[src/rtl/alu_mult_seq_if.sv]
// Bus between the shift-and-add multiply sequencer, its requester and the shared ALU.
// The slave side is the sequencer itself. The master side is the requester plus the ALU.
interface alu_mult_seq_if #(
   parameter int WIDTH = 32
);
   logic             start;
   logic [WIDTH-1:0] mul_a;
   logic [WIDTH-1:0] mul_b;
   logic             busy;
   logic             done;
   logic [WIDTH-1:0] prod_hi;
   logic [WIDTH-1:0] prod_lo;
   logic [WIDTH-1:0] seq_alu_a;
   logic [WIDTH-1:0] seq_alu_b;
   logic [3:0]       seq_alu_op;
   logic [1:0]       seq_alu_ins;
   logic [WIDTH-1:0] alu_result;

   modport slave (
      input  start, mul_a, mul_b, alu_result,
      output busy, done, prod_hi, prod_lo,
             seq_alu_a, seq_alu_b, seq_alu_op, seq_alu_ins
   );

   modport master (
      output start, mul_a, mul_b, alu_result,
      input  busy, done, prod_hi, prod_lo,
             seq_alu_a, seq_alu_b, seq_alu_op, seq_alu_ins
   );
endinterface

[src/rtl/alu_mult_seq.sv]
// Unsigned WIDTH x WIDTH -> 2*WIDTH shift-and-add multiplier.
// Every addition goes through the shared ALU; the carry out is recovered locally.
module alu_mult_seq #(
   parameter int         WIDTH  = 32,
   parameter logic [3:0] ADD_OP = 4'd1,
   parameter logic [3:0] NOP_OP = 4'd0
) (
   input logic            clk,
   input logic            rst,
   alu_mult_seq_if.slave  bus
);
   localparam int CW = (WIDTH > 1) ? $clog2(WIDTH) : 1;

   localparam logic [1:0] IDLE = 2'd0;
   localparam logic [1:0] RUN  = 2'd1;
   localparam logic [1:0] DONE = 2'd2;

   logic [1:0]       state;
   logic [WIDTH-1:0] mcand;
   logic [WIDTH-1:0] prod_hi;
   logic [WIDTH-1:0] prod_lo;
   logic [CW-1:0]    count;
   logic [WIDTH-1:0] sum;
   logic             carry;

   // The ALU result is only WIDTH bits: a wrapped sum is smaller than either addend.
   always_comb begin
      sum   = prod_hi;
      carry = 1'b0;
      if (prod_lo[0]) begin
         sum   = bus.alu_result;
         carry = (bus.alu_result < prod_hi);
      end
   end

   always_ff @(posedge clk) begin
      if (rst) begin
         state   <= IDLE;
         mcand   <= '0;
         prod_hi <= '0;
         prod_lo <= '0;
         count   <= '0;
      end else begin
         case (state)
            IDLE: begin
               if (bus.start) begin
                  mcand   <= bus.mul_a;
                  prod_lo <= bus.mul_b;
                  prod_hi <= '0;
                  count   <= '0;
                  state   <= RUN;
               end
            end
            RUN: begin
               prod_hi <= {carry, sum[WIDTH-1:1]};
               prod_lo <= {sum[0], prod_lo[WIDTH-1:1]};
               count   <= count + 1'b1;
               if (count == CW'(WIDTH - 1)) begin
                  state <= DONE;
               end
            end
            DONE: begin
               state <= IDLE;
            end
            default: begin
               state <= IDLE;
            end
         endcase
      end
   end

   assign bus.busy        = (state == RUN);
   assign bus.done        = (state == DONE);
   assign bus.prod_hi     = prod_hi;
   assign bus.prod_lo     = prod_lo;
   assign bus.seq_alu_a   = prod_hi;
   assign bus.seq_alu_b   = mcand;
   assign bus.seq_alu_op  = (state == RUN) ? ADD_OP : NOP_OP;
   assign bus.seq_alu_ins = 2'b00;
endmodule

[src/flat_wrapper.sv]
// flat-port wrapper written by rule: the top's interface ports become plain ports
module alu_mult_seq_flat 
#(
   parameter int         WIDTH  = 32,
   parameter logic [3:0] ADD_OP = 4'd1,
   parameter logic [3:0] NOP_OP = 4'd0
)
  (clk, rst, bus_start, bus_mul_a, bus_mul_b, bus_alu_result, bus_busy, bus_done, bus_prod_hi, bus_prod_lo, bus_seq_alu_a, bus_seq_alu_b, bus_seq_alu_op, bus_seq_alu_ins);
  alu_mult_seq_if #(.WIDTH(WIDTH)) bus_i ();
  input logic clk;
  input logic rst;
  input wire logic [$bits(bus_i.start)-1:0] bus_start;
  input wire logic [$bits(bus_i.mul_a)-1:0] bus_mul_a;
  input wire logic [$bits(bus_i.mul_b)-1:0] bus_mul_b;
  input wire logic [$bits(bus_i.alu_result)-1:0] bus_alu_result;
  output wire logic [$bits(bus_i.busy)-1:0] bus_busy;
  output wire logic [$bits(bus_i.done)-1:0] bus_done;
  output wire logic [$bits(bus_i.prod_hi)-1:0] bus_prod_hi;
  output wire logic [$bits(bus_i.prod_lo)-1:0] bus_prod_lo;
  output wire logic [$bits(bus_i.seq_alu_a)-1:0] bus_seq_alu_a;
  output wire logic [$bits(bus_i.seq_alu_b)-1:0] bus_seq_alu_b;
  output wire logic [$bits(bus_i.seq_alu_op)-1:0] bus_seq_alu_op;
  output wire logic [$bits(bus_i.seq_alu_ins)-1:0] bus_seq_alu_ins;
  assign bus_i.start = bus_start;
  assign bus_i.mul_a = bus_mul_a;
  assign bus_i.mul_b = bus_mul_b;
  assign bus_i.alu_result = bus_alu_result;
  assign bus_busy = bus_i.busy;
  assign bus_done = bus_i.done;
  assign bus_prod_hi = bus_i.prod_hi;
  assign bus_prod_lo = bus_i.prod_lo;
  assign bus_seq_alu_a = bus_i.seq_alu_a;
  assign bus_seq_alu_b = bus_i.seq_alu_b;
  assign bus_seq_alu_op = bus_i.seq_alu_op;
  assign bus_seq_alu_ins = bus_i.seq_alu_ins;
  alu_mult_seq #(.WIDTH(WIDTH), .ADD_OP(ADD_OP), .NOP_OP(NOP_OP)) u_core (.clk(clk), .rst(rst), .bus(bus_i));
endmodule
[config.mk]
export PLATFORM = sky130hd
export DESIGN_NAME = alu_mult_seq_flat
export DESIGN_NICKNAME = d
export VERILOG_FILES = /design/src/rtl/alu_mult_seq_if.sv /design/src/rtl/alu_mult_seq.sv /design/src/flat_wrapper.sv
export SDC_FILE = /design/constraint.sdc
export NUM_CORES = 1
export LEC_CHECK = 0
export ABC_AREA = 1
export BUFFER_PORTS_ARGS = -buffer_cell sky130_fd_sc_hd__clkbuf_2
export CAP_MARGIN = 20
export CORE_AREA = 2 2 108 110
export CTS_CLUSTER_SIZE = 28
export DETAILED_ROUTE_END_ITERATION = 8
export DIE_AREA = 0 0 110 112
export PLACE_DENSITY_LB_ADDON = 0.25
export REMOVE_ABC_BUFFERS = 1
export SYNTH_ARGS = -nofsm -noshare
export SYNTH_HDL_FRONTEND = slang
export SYNTH_SLANG_ARGS = --single-unit
export TNS_END_PERCENT = 30
[constraint.sdc]
create_clock -name clk -period 1.7 [get_ports clk]
set_input_delay 0.255 -clock clk [delete_from_list [all_inputs] [get_ports clk]]
set_output_delay 0.255 -clock clk [all_outputs]
set_load 0.005 [all_outputs]
Yosys cells after proc, flatten, opt, wreduce, memory -nomap -nowiden
Cells that the tools add are included.
{ "totals": {"reg_bits": 103, "inputBits": 99, "output_inout_bits": 136} }
{ "classes": {"add_sub_neg": 1, "n_lt_le_gt_ge": 1, "eq_ne": 5, "mux": 12, "n_reduce_logical": 5} }
{ "ops": {"columns": ["op", "n"], "rows": [
  ["$pmux W32 S2", 2],
  ["$mux W32", 3],
  ["$lt A32 B32 Y1", 1],
  ["$pmux W5 S2", 1],
  ["$reduce_and A2 Y1", 3],
  ["$add A5 B1 Y5 const B", 1],
  ["$eq A5 B5 Y1 const B", 1],
  ["$mux W5", 1],
  ["$mux W2", 2],
  ["$pmux W2 S2", 1],
  ["$eq A2 B1 Y1 const B", 1],
  ["$eq A2 B2 Y1 const B", 1],
  ["$logic_not A2 Y1", 1],
  ["$mux W1", 2],
  ["$ne A2 B1 Y1 const B", 1],
  ["$ne A2 B2 Y1 const B", 1],
  ["$reduce_bool A2 Y1", 1]
]} }

Depth between registers and ports, before layout
{ "depth": {"word_depth": 3, "mapped_depth": 13} }

Worst setup path before layout
OpenSTA, ideal clock, no wires.
{ "synth_path": {"path_type": "reg2reg", "startpoint": "register u_core.prod_hi[31], in the netlist u_core.bus.prod_hi[31]", "endpoint": "register u_core.prod_hi[31], in the netlist u_core.bus.prod_hi[31]", "setup_ps": 132, "arrival_ps": 1387, "required_ps": 1568, "path_slack_ps": 180, "path_stages_with_launch": 11, "path_cell_list": "dfxtp_1 -> inv_1 -> ha_1 -> nand2_1 -> nor2_1 -> nor3b_1 -> inv_1 -> nor3_1 -> nand2_1 -> nand2_1 -> a21oi_1"} }
{ "synth_between": {"elab_chain_len": 3} }
{ "synth_rtl": {"columns": ["item", "line_no", "text"], "rows": [
  ["start, declared", "alu_mult_seq.sv:20", "logic [WIDTH-1:0] prod_hi;"],
  ["start signal, assigned", "alu_mult_seq.sv:55", "prod_hi <= {carry, sum[WIDTH-1:1]};"],
  ["$lt A32 B32 Y1", "alu_mult_seq.sv:32", "carry = (bus.alu_result < prod_hi);"],
  ["$mux W1", "alu_mult_seq.sv:30", "if (prod_lo[0]) begin"],
  ["$pmux W32 S2", "alu_mult_seq.sv:44", "case (state)"]
]} }
No other way between the ends.
A chain may end at the register's enable or synchronous reset.

Final worst setup path
{ "layout_path": {"startpoint": "register u_core.state[1]", "endpoint": "register u_core.prod_lo[20], in the netlist u_core.bus.prod_lo[20]"} }
{ "layout_between": {"elab_chain_len": 3} }
{ "layout_rtl": {"columns": ["item", "line_no", "text"], "rows": [
  ["start, declared", "alu_mult_seq.sv:18", "logic [1:0] state;"],
  ["start signal, assigned", "alu_mult_seq.sv:38", "state <= IDLE;"],
  ["start signal, assigned", "alu_mult_seq.sv:51", "state <= RUN;"],
  ["start signal, assigned", "alu_mult_seq.sv:59", "state <= DONE;"],
  ["$eq A2 B1 Y1 or $logic_not A2 Y1 (tied branches)", "alu_mult_seq.sv:44", null],
  ["$reduce_bool A2 Y1 (no source line) or $ne A2 B2 Y1 (tied branches)", null, null],
  ["$reduce_and A2 Y1 (no source line)", null, null],
  ["end signal, assigned", "alu_mult_seq.sv:48", "prod_lo <= bus.mul_b;"],
  ["end signal, assigned", "alu_mult_seq.sv:56", "prod_lo <= {sum[0], prod_lo[WIDTH-1:1]};"],
  ["end, declared", "alu_mult_seq.sv:21", "logic [WIDTH-1:0] prod_lo;"]
]} }
Parallel ways exist; a longest one is shown, timed or not.

==> results.toml <==
[outcome]
status = "finished, final reports clean"

[timing]
maxSlewViolCount = 0
clock.fmax_ghz = 0.646
slew_headroom_pct = 60.0
post-route-min-period_ns = 1.55
hold_ws_ns = 0.165
timing.final.crit_share_pct = 91.1
setup_viol = 0
finClkSkew_ns = 0.00856
final_hold_viol_count = 0
tightest_slew_ns = 0.599

[floorplan]
io_pins = 235
die_h_um = 112
dieArea_um2 = 12300
fp-row-count = 39
initial_core_util_pct = 45.7
fp.dieW_um = 110
coreArea_um2 = 11200

[route]
first_pass_iters = 4
drcViolationCount = 0
dr_total_vias = 5008
ant_nets = 0
routed_wirelength_um = 13300
via_per_inst = 5.03
drt_iter0_drc = 256
wl_per_cell_um = 13.3

[cells_and_area]
layout.nets = 980
instances_no_fill = 996
antennaDiodeCount = 0
layout-drive-gt1-share_pct = 32.2
final_util_pct = 57.4
area_growth_pct = 25.6

[global_route]
antenna_found_initial = 0
grt_use_met1_pct = 23.5
grt_pass1_wl_um = 20600
gr-max-usage-layer = "met2"
grt_pass1_vias = 4541
grt_use_met3_pct = 5.74
gr-total-overflow = 0
grt_use_total_pct = 20.7
grtUsageMet2_pct = 36.7
grt_max_degree = 67

[clock_network]
cts_buffers = 9
htreeDepth = 3
ctsRootBufferMaster = "clkbuf_16"
cts.sinks = 103
cts_tree = "done"
hold_buffers = 0
clockBufferDepth = 2
path_clk_slew_ns = 0.07
clk_latency_ns = 0.35

[critical_path]
crit_buf_inv = 2
critical_path.max_stage_delay_ns = 0.40
cp_max_fo = 24
r2r_end = "u_core.bus.prod_lo[20]"
ff2ff_path_depth = 5
endpoint_kind = "flip-flop"
start_kind = "flip-flop"
critPathKind = "reg2reg"
critPathSlowestCell = "dfxtp_1"
arrival_ns = 1.82
cp_cell_sequence = "nor2_4, inv_2, buf_4, o221ai_1, a21oi_1"
crit_family = "buffers and inverters"
r2r_slack_ns = 0.15
timing.rr.start = "u_core.state[1]"
critical_path_required_ns = 1.98

[synthesis]
synth_top_area_share_pct = 40.4
syn_area_um2 = 5110
yosys-top-cells-area = "dfxtp_1 40%, a21oi_1 11%, ha_1 8.1%"
synth_seq_area_share_pct = 40.4
synth_edf_count = 0
synthArstFlopShare_pct = 0
synth_ff_type = "dfxtp_1"
yosys-top-cells-count = "116 x a21oi_1, 103 x dfxtp_1, 75 x inv_1"
yosysWarnings = 0
ys_seq_elements = 103
avgSynthCellArea_um2 = 7.63
yosysMostFrequentCell = "a21oi_1"
syn_inst = 669
yosysTopAreaCell = "dfxtp_1"
synth_cell_types = 25

[min_path]
hold_end = "u_core.bus.seq_alu_b[24]"
holdCritStartpoint = "bus_mul_a[24]"
worstHoldPathType = "in2reg"
whs_path_depth = 3

[pwr]
peakVddDrop_v = 0.000612
p_per_area_nw_per_um2 = 910
leakage_nw = 2.95
fin_total_pwr_w = 0.00583

[place]
place.gp.congestion = 0.786
io_buffer_count = 229
dp.cells = 980
place_hpwl_um = 9780

[flow_run]
drv_cap = 0
cell families (layout without fill, tap and decap cells):
| kind of cell | after synthesis | count (layout) | synth area share [%] |
|---|---|---|---|
| AO/OA/AOI/OAI | 223 | 223 | 24.5 |
| adder cells (fa/ha/maj) | 33 | 33 | 8.08 |
| buffers and inverters | 158 | 338 | 15.4 |
| flip-flops | 103 | 103 | 40.4 |
| other | 1 | 5 | 0.0734 |
| AND/OR/NAND/NOR | 151 | 151 | 11.6 |
timing repair:
action                                  4_1_cts  5_1_grt
endpoints found under the setup margin        0        1
buffers inserted                              0        0
gates resized for setup                       0        8
stage by stage:
| step | area (µm²) | setup TNS, ns | setup slack (ns) |
|---|---|---|---|
| CTS | 6390 | 0 | 0.00326 |
| floorplan | 4630 | -134.25 | -1.99 |
| finish | 6410 | 0 | 0.151 |
| global placement | 6100 | 0 | 0.107 |
| detailed placement | 6100 | 0 | 0.0393 |
| global route | 6410 | -0.0548 | -0.0548 |
power breakdown:
part	leakage (nW)	switching, W	internal, W
sequential	0.849	0.000133	0.00259
combinational	1.96	0.000615	0.000470
clock	0.140	0.000937	0.00109
state kept, by name, indices dropped and copies added, names as in the netlist:
signal	flops
u_core.bus.prod_hi	32
u_core.bus.seq_alu_b	32
u_core.bus.prod_lo	32
u_core.count	5
u_core.state	2
worst min-delay path, cell delays in order:
cell      delay [ns]
clkbuf_2        0.08
o21ai_0         0.07
nor2_1          0.08
per-layer routing:
| layer | up-vias | routed length [µm] |
|---|---|---|
| met5 | - | 0 |
| met4 | 0 | 180 |
| met3 | 13 | 1210 |
| met2 | 172 | 6350 |
| met1 | 2267 | 5550 |
| li1 | 2556 | - |
worst max path at each step:
stage | depth (start not counted) | from | slack (ns) | endpoint
after floorplan | 7 | u_core.state[1] | -1.99 | u_core.bus.prod_lo[31]
after global placement | 10 | u_core.bus.prod_hi[30] | 0.11 | u_core.bus.prod_hi[31]
after detailed placement | 10 | u_core.bus.prod_hi[30] | 0.04 | u_core.bus.prod_hi[31]
after CTS | 10 | u_core.bus.prod_hi[30] | 0.003 | u_core.bus.prod_hi[31]
after global routing | 10 | u_core.bus.prod_hi[31] | -0.05 | u_core.bus.prod_hi[31]
final | 5 | u_core.state[1] | 0.15 | u_core.bus.prod_lo[20]
placed cells by master (no fill, tap or decap), types with 5 or more instances in the layout:
cell,n
a21oi_1,116
buf_4,12
clkbuf_16,9
clkbuf_2,229
conb_1,5
dfxtp_1,99
ha_1,33
inv_1,74
nand2_1,63
nor2_1,73
o21ai_0,45
o21ai_1,27
o221ai_1,31
final cells by class:
cell class / count / area, µm²
inverter: 79 / 297
clock inverter: 5 / 40.0
tap: 143 / 179
sequential: 103 / 2070
timing repair buffer: 243 / 1280
fill: 1042 / 4760
multi-input combinational: 412 / 2300
clock buffer: 11 / 253
(Power assumes the default switching activity.)
